## src/rtl/matmul_sequencer.sv

```systemverilog
// Sequencer for one N x N by N x N matrix multiply on a shared datapath:
// walks i, j, k row-major, issuing A/B reads, MAC enables and C writes.
module matmul_sequencer #(
    parameter int N      = 2,
    parameter int ADDR_W = 8
) (
    input  logic              fast_clock,
    input  logic              reset_n,
    input  logic              start_process,
    output logic              rd_en,
    output logic [ADDR_W-1:0] a_addr,
    output logic [ADDR_W-1:0] b_addr,
    output logic              mac_clear,
    output logic              mac_en,
    output logic              c_we,
    output logic [ADDR_W-1:0] c_addr,
    output logic              busy,
    output logic              done,
    output logic [2:0]        state_dbg
);
    localparam int                CW   = $clog2(N);
    localparam logic [CW-1:0]     LAST = CW'(N - 1);
    localparam logic [ADDR_W-1:0] STEP = ADDR_W'(N);

    typedef enum logic [2:0] {
        S_IDLE  = 3'd0,
        S_CLEAR = 3'd1,
        S_ISSUE = 3'd2,
        S_WAIT  = 3'd3,
        S_WRITE = 3'd4,
        S_DONE  = 3'd5
    } state_t;

    state_t            state;
    logic [CW-1:0]     i;
    logic [CW-1:0]     j;
    logic [CW-1:0]     k;
    logic [ADDR_W-1:0] a_base;

    assign state_dbg = state;

    // start_process is a level request consumed only in IDLE; rd_en, mac_en and
    // c_we are single-cycle strobes, the datapath never back-pressures them.
    always_ff @(posedge fast_clock) begin
        if (!reset_n) begin
            state     <= S_IDLE;
            i         <= '0;
            j         <= '0;
            k         <= '0;
            a_base    <= '0;
            rd_en     <= 1'b0;
            a_addr    <= '0;
            b_addr    <= '0;
            mac_clear <= 1'b0;
            mac_en    <= 1'b0;
            c_we      <= 1'b0;
            c_addr    <= '0;
            busy      <= 1'b0;
            done      <= 1'b0;
        end else begin
            mac_en    <= rd_en;
            rd_en     <= 1'b0;
            mac_clear <= 1'b0;
            c_we      <= 1'b0;
            done      <= 1'b0;
            case (state)
                S_IDLE: begin
                    if (start_process) begin
                        state     <= S_CLEAR;
                        mac_clear <= 1'b1;
                        busy      <= 1'b1;
                    end
                end
                S_CLEAR: begin
                    state  <= S_ISSUE;
                    rd_en  <= 1'b1;
                    k      <= '0;
                    a_addr <= a_base;
                    b_addr <= ADDR_W'(j);
                end
                S_ISSUE: begin
                    if (k == LAST) begin
                        state  <= S_WAIT;
                        a_addr <= '0;
                        b_addr <= '0;
                    end else begin
                        rd_en  <= 1'b1;
                        k      <= k + CW'(1);
                        a_addr <= a_addr + ADDR_W'(1);
                        b_addr <= b_addr + STEP;
                    end
                end
                S_WAIT: begin
                    // The last operand pair lands in the MAC during this cycle.
                    state  <= S_WRITE;
                    c_we   <= 1'b1;
                    c_addr <= a_base + ADDR_W'(j);
                    k      <= '0;
                end
                S_WRITE: begin
                    c_addr <= '0;
                    if (i == LAST && j == LAST) begin
                        state <= S_DONE;
                        done  <= 1'b1;
                    end else begin
                        state     <= S_CLEAR;
                        mac_clear <= 1'b1;
                        if (j == LAST) begin
                            j      <= '0;
                            i      <= i + CW'(1);
                            a_base <= a_base + STEP;
                        end else begin
                            j <= j + CW'(1);
                        end
                    end
                end
                S_DONE: begin
                    state  <= S_IDLE;
                    busy   <= 1'b0;
                    i      <= '0;
                    j      <= '0;
                    a_base <= '0;
                end
                default: begin
                    state <= S_IDLE;
                    busy  <= 1'b0;
                end
            endcase
        end
    end
endmodule

```

## config.mk

```make
export PLATFORM = sky130hd
export DESIGN_NAME = matmul_sequencer
export DESIGN_NICKNAME = d
export VERILOG_FILES = /design/src/rtl/matmul_sequencer.sv
export SDC_FILE = /design/constraint.sdc
export NUM_CORES = 1
export LEC_CHECK = 0
export BUFFER_PORTS_ARGS = -buffer_cell sky130_fd_sc_hd__buf_2
export CAP_MARGIN = 10
export CORE_MARGIN = 3
export CORE_UTILIZATION = 49
export DETAILED_ROUTE_END_ITERATION = 16
export PLACE_DENSITY = 0.74
export SLEW_MARGIN = 20
export SYNTH_ARGS = -nofsm -noshare
export SYNTH_HDL_FRONTEND = slang
export SYNTH_SLANG_ARGS = --single-unit
export TNS_END_PERCENT = 10
```

## constraint.sdc

```tcl
create_clock -name fast_clock -period 1.6 [get_ports fast_clock]
set_input_delay 0.08 -clock fast_clock [delete_from_list [all_inputs] [get_ports fast_clock]]
set_output_delay 0.08 -clock fast_clock [all_outputs]
set_load 0.005 [all_outputs]
```

==> impl.org <==
** Clocking
- The tree built by TritonCTS fans out to 43 sinks.
- Clock buffers created by TritonCTS :: 5
- Hold repair after CTS inserted 0 buffers.
- CTS tree :: done
- Clock latency on the worst-skew pair :: 0.30 ns
- The longest clock path from root to sink contains 2 buffers.
- Clock-pin slew was measured on the worst setup and hold paths at about 0.09 ns.
- Root buf cell :: clkbuf_8
- Maximum level of the CTS H-tree :: 2

** Setup path
- Slowest cell on the critical path :: or4b_4
- Worst-path cell chain :: or4b_4, nor3_2, nor2_1, a311oi_2
- The critical path contains buffers and inverters numbering 0 combined.
- For this run, the slowest stage of the critical path takes between 0.6 and 0.7 ns.
- In this run the worst path has a maximum fanout of 11.
- Worst setup EP type :: flip-flop
- For the worst setup path, the data arrival time is 1.74 ns.
- STA puts the critical path data required time at 1.82 ns.
- Crit start category :: flip-flop
- Critical path type :: flip-flop to flip-flop
- Broken down by cell family, the worst path's largest delay share belongs to simple AND/OR/NAND/NOR gates.

** Logic synthesis
- Among all flip-flop cells after synthesis, the most frequent one is dfxtp_1.
- The cell count after synthesis came out at ~240.
- The commonest cells after synthesis are dfxtp_1 (43), nor2_1 (31), a21oi_1 (25).
- When the netlist entered floorplanning its net count stood at about 250.
- In this run the cell area of the synthesized design comes to ~0.002 mm^2.
- Number of flip-flops and latches in the synthesized netlist :: 43
- Unique cell type count in the Yosys netlist :: 44
- Share of synthesized area occupied by flip-flops and latches :: between 40% and 50%
- Portion of synthesized cell area occupied by the leading cell type :: around 42%
- Ranked by total cell area, the synthesized netlist is headed by dfxtp_1 (42%), a21oi_1 (6.2%), nor2_1 (5.7%).
- Number of enable-type register cells in the synthesized netlist :: 0
- Number of synthesis warnings :: 0
- After synthesis, the share of flip-flops with an asynchronous set or reset is 0%.
- dfxtp_1 takes more of the synthesized area than any other cell.
- Synthesized area divided by synthesized cell count :: approximately 8.4 um^2
- By instance count, the leading cell after synthesis is dfxtp_1.

** Floorplanning
- IO Count :: 36
- Width of the die :: 70.40 um
- The floorplan step defined a die boundary enclosing 0.004955 mm^2.
- Placement row count :: 22
- Die H :: around 70 um
- Starting density of the core :: between 50% and 60%
- The total area inside the core boundary comes to 0.003826 mm^2.

** Timing
- Final Critical Period :: 1.525 ns
- Derived from the worst setup path, the maximum achievable clock frequency is about 660 MHz.
- Worst max-slew margin expressed relative to the limit :: about two thirds
- In the finished design, the share of the clock period the worst path needs comes to 95.30%.
- Final Hold Viols :: 0
- Slew at the pin closest to its max-slew limit :: roughly 0.51 ns
- Pins Over Slew Limit :: 0
- Setup violations remaining at the end of the flow were counted as 0.
- Clock Skew :: around 0.0084 ns

** Drt
- Vias post-DR :: between 1500 and 2000
- For this block, the initial DRC count from the detailed router was roughly 120.
- After detailed routing, the number of vias per cell comes to ~5.7.
- The detail route stage leaves a number of antenna-violating nets equal to 0.
- DRC violation count after routing :: 0
- Wire length per cell :: 14.55 um
- After detailed routing, the total wire length is slightly below 5 mm.
- The first detailed-routing pass ran for 4 iterations.

** Global routing
- Number of global-route vias before repair :: 1706
- Entering global routing, the biggest net connects 16 pins.
- The number of antenna violations at the first check in global routing is 0.
- Global-route wire length before repair :: between 7 and 8 mm
- In the global route stage, overall resource usage came out at approximately 20%.
- Global route total overflow :: 0

** Placed design
- Input and output buffers added on the ports amount to 35.
- After legalization and detailed placement, the total HPWL measured between 3 and 4 mm.
- Placement-stage cell area :: roughly 0.0023 mm^2
- RePlAce Congestion :: between 0.7 and 0.8
- # placed instances :: roughly 320

** Min path
- Worst min path class :: input port to flip-flop

** Finish
- Util after Layout :: a little under two thirds
- The post-route netlist has between 20% and 30% of its cells at a drive strength greater than 1.
- The finished cells cover about 0.0024 mm^2.
- The area growth from synthesis to layout is 20.14%.
- The number of antenna diodes in the final layout is 0.
- Final #Nets :: roughly 290
- Final cell count without fillers :: about 330

** Run
- # Max-Cap Violations :: 0

** Power
- Summed over all cells, the static leakage comes to 1.061 nW.
- Dividing total power by cell area gives a power density of between 900 and 1000 mW/mm^2.
- IR analysis of the VDD net gives a maximum drop of approximately 0.59 mV.

** Outcome
- Outcome :: complete, no violations
worst min-delay path, cell delays in order:
cell	delay, ns
buf_2	0.14
nand2_1	0.06
a311oi_1	0.04
layout by cell type, fill, tap and decap left out, types with 4 or more instances in the layout:
cell / netlist / final
nand2b_1: 5 / 5
buf_4: 0 / 14
o21ai_0: 16 / 16
a21oi_1: 25 / 24
xor2_1: 4 / 4
ha_1: 4 / 4
a211oi_1: 6 / 6
buf_2: 3 / 35
nand3_1: 8 / 8
dfxtp_1: 43 / 41
nand2_1: 16 / 16
and3_1: 4 / 4
nor2b_1: 5 / 5
inv_1: 5 / 5
nor3_1: 5 / 5
a2111oi_0: 4 / 4
nor2_1: 31 / 31
clkbuf_8: 0 / 5
power breakdown:
| group | leakage (nW) | switching, mW | internal (mW) |
|---|---|---|---|
| Combinational | 0.646 | 0.167 | 0.118 |
| Clock | 0.0654 | 0.380 | 0.624 |
| Sequential | 0.350 | 0.0349 | 1.11 |
sequential cells by signal, indices dropped and copies added (netlist names):
register   cells
a_addr         8
b_addr         8
c_addr         8
a_base         7
state_dbg      3
busy           1
c_we           1
done           1
i              1
j              1
k              1
mac_clear      1
mac_en         1
rd_en          1
through the flow:
stage           TNS, ns  hold WS [ns]  total power [mW]  worst slack, ns
4_1_cts               0       0.06320             2.435          0.06848
3_5_place_dp          0        0.3815             1.452          0.09129
5_1_grt        -0.03160       0.08352             2.510         -0.03160
6_report              0       0.06199             2.434          0.07524
3_3_place_gp          0        0.3902             1.445           0.1239
2_1_floorplan         0        0.2167             1.352          0.02514
cells by family (layout without fill, tap and decap cells):
logic type / count (synthesis) / after routing / share of synthesized area (%)
simple gates: 91 / 91 / 22.60
compound gates: 78 / 78 / 25.37
flops: 43 / 43 / 42.36
buf+inv: 19 / 62 / 4.433
xor+xnor: 6 / 6 / 2.586
fa+ha+maj: 4 / 4 / 2.463
other cells: 1 / 1 / 0.1846
path summary, 6_finish.rpt:
check,cells after the start,endpoint,slack (ns),startpoint
worst max-delay path,4,b_addr[7]$_SDFFE_PN0P_,0.08,state_dbg[2]$_SDFFE_PN0P_
worst min-delay path,3,mac_clear$_SDFF_PN0_,0.06,reset_n
worst max register to register,4,b_addr[7]$_SDFFE_PN0P_,0.08,state_dbg[2]$_SDFFE_PN0P_
worst min register to register,1,mac_en$_SDFF_PN0_,0.46,rd_en$_SDFF_PN0_
per-layer routing:
layer / GRT usage [%] / wire length (um)
met1: 28.36 / 2292
met2: 29.52 / 2200
met3: 3.885 / 280
met4: 6.596 / 72
met5: 0 / 0
final cells by class:
class	count	area, um^2
Multi-Input combinational cell	180	1086
Fill cell	333	1385
Inverter	5	18.77
Timing Repair Buffer	49	280.3
Tap cell	48	60.06
Sequential cell	43	863.3
Clock buffer	6	72.57
Clock inverter	2	60.06
what timing repair did:
action	4_1_cts	5_1_grt
buffers inserted	0	1
setup endpoints to repair	0	3
resized for setup	0	3
No activity file was read; power rests on OpenSTA's default activity.
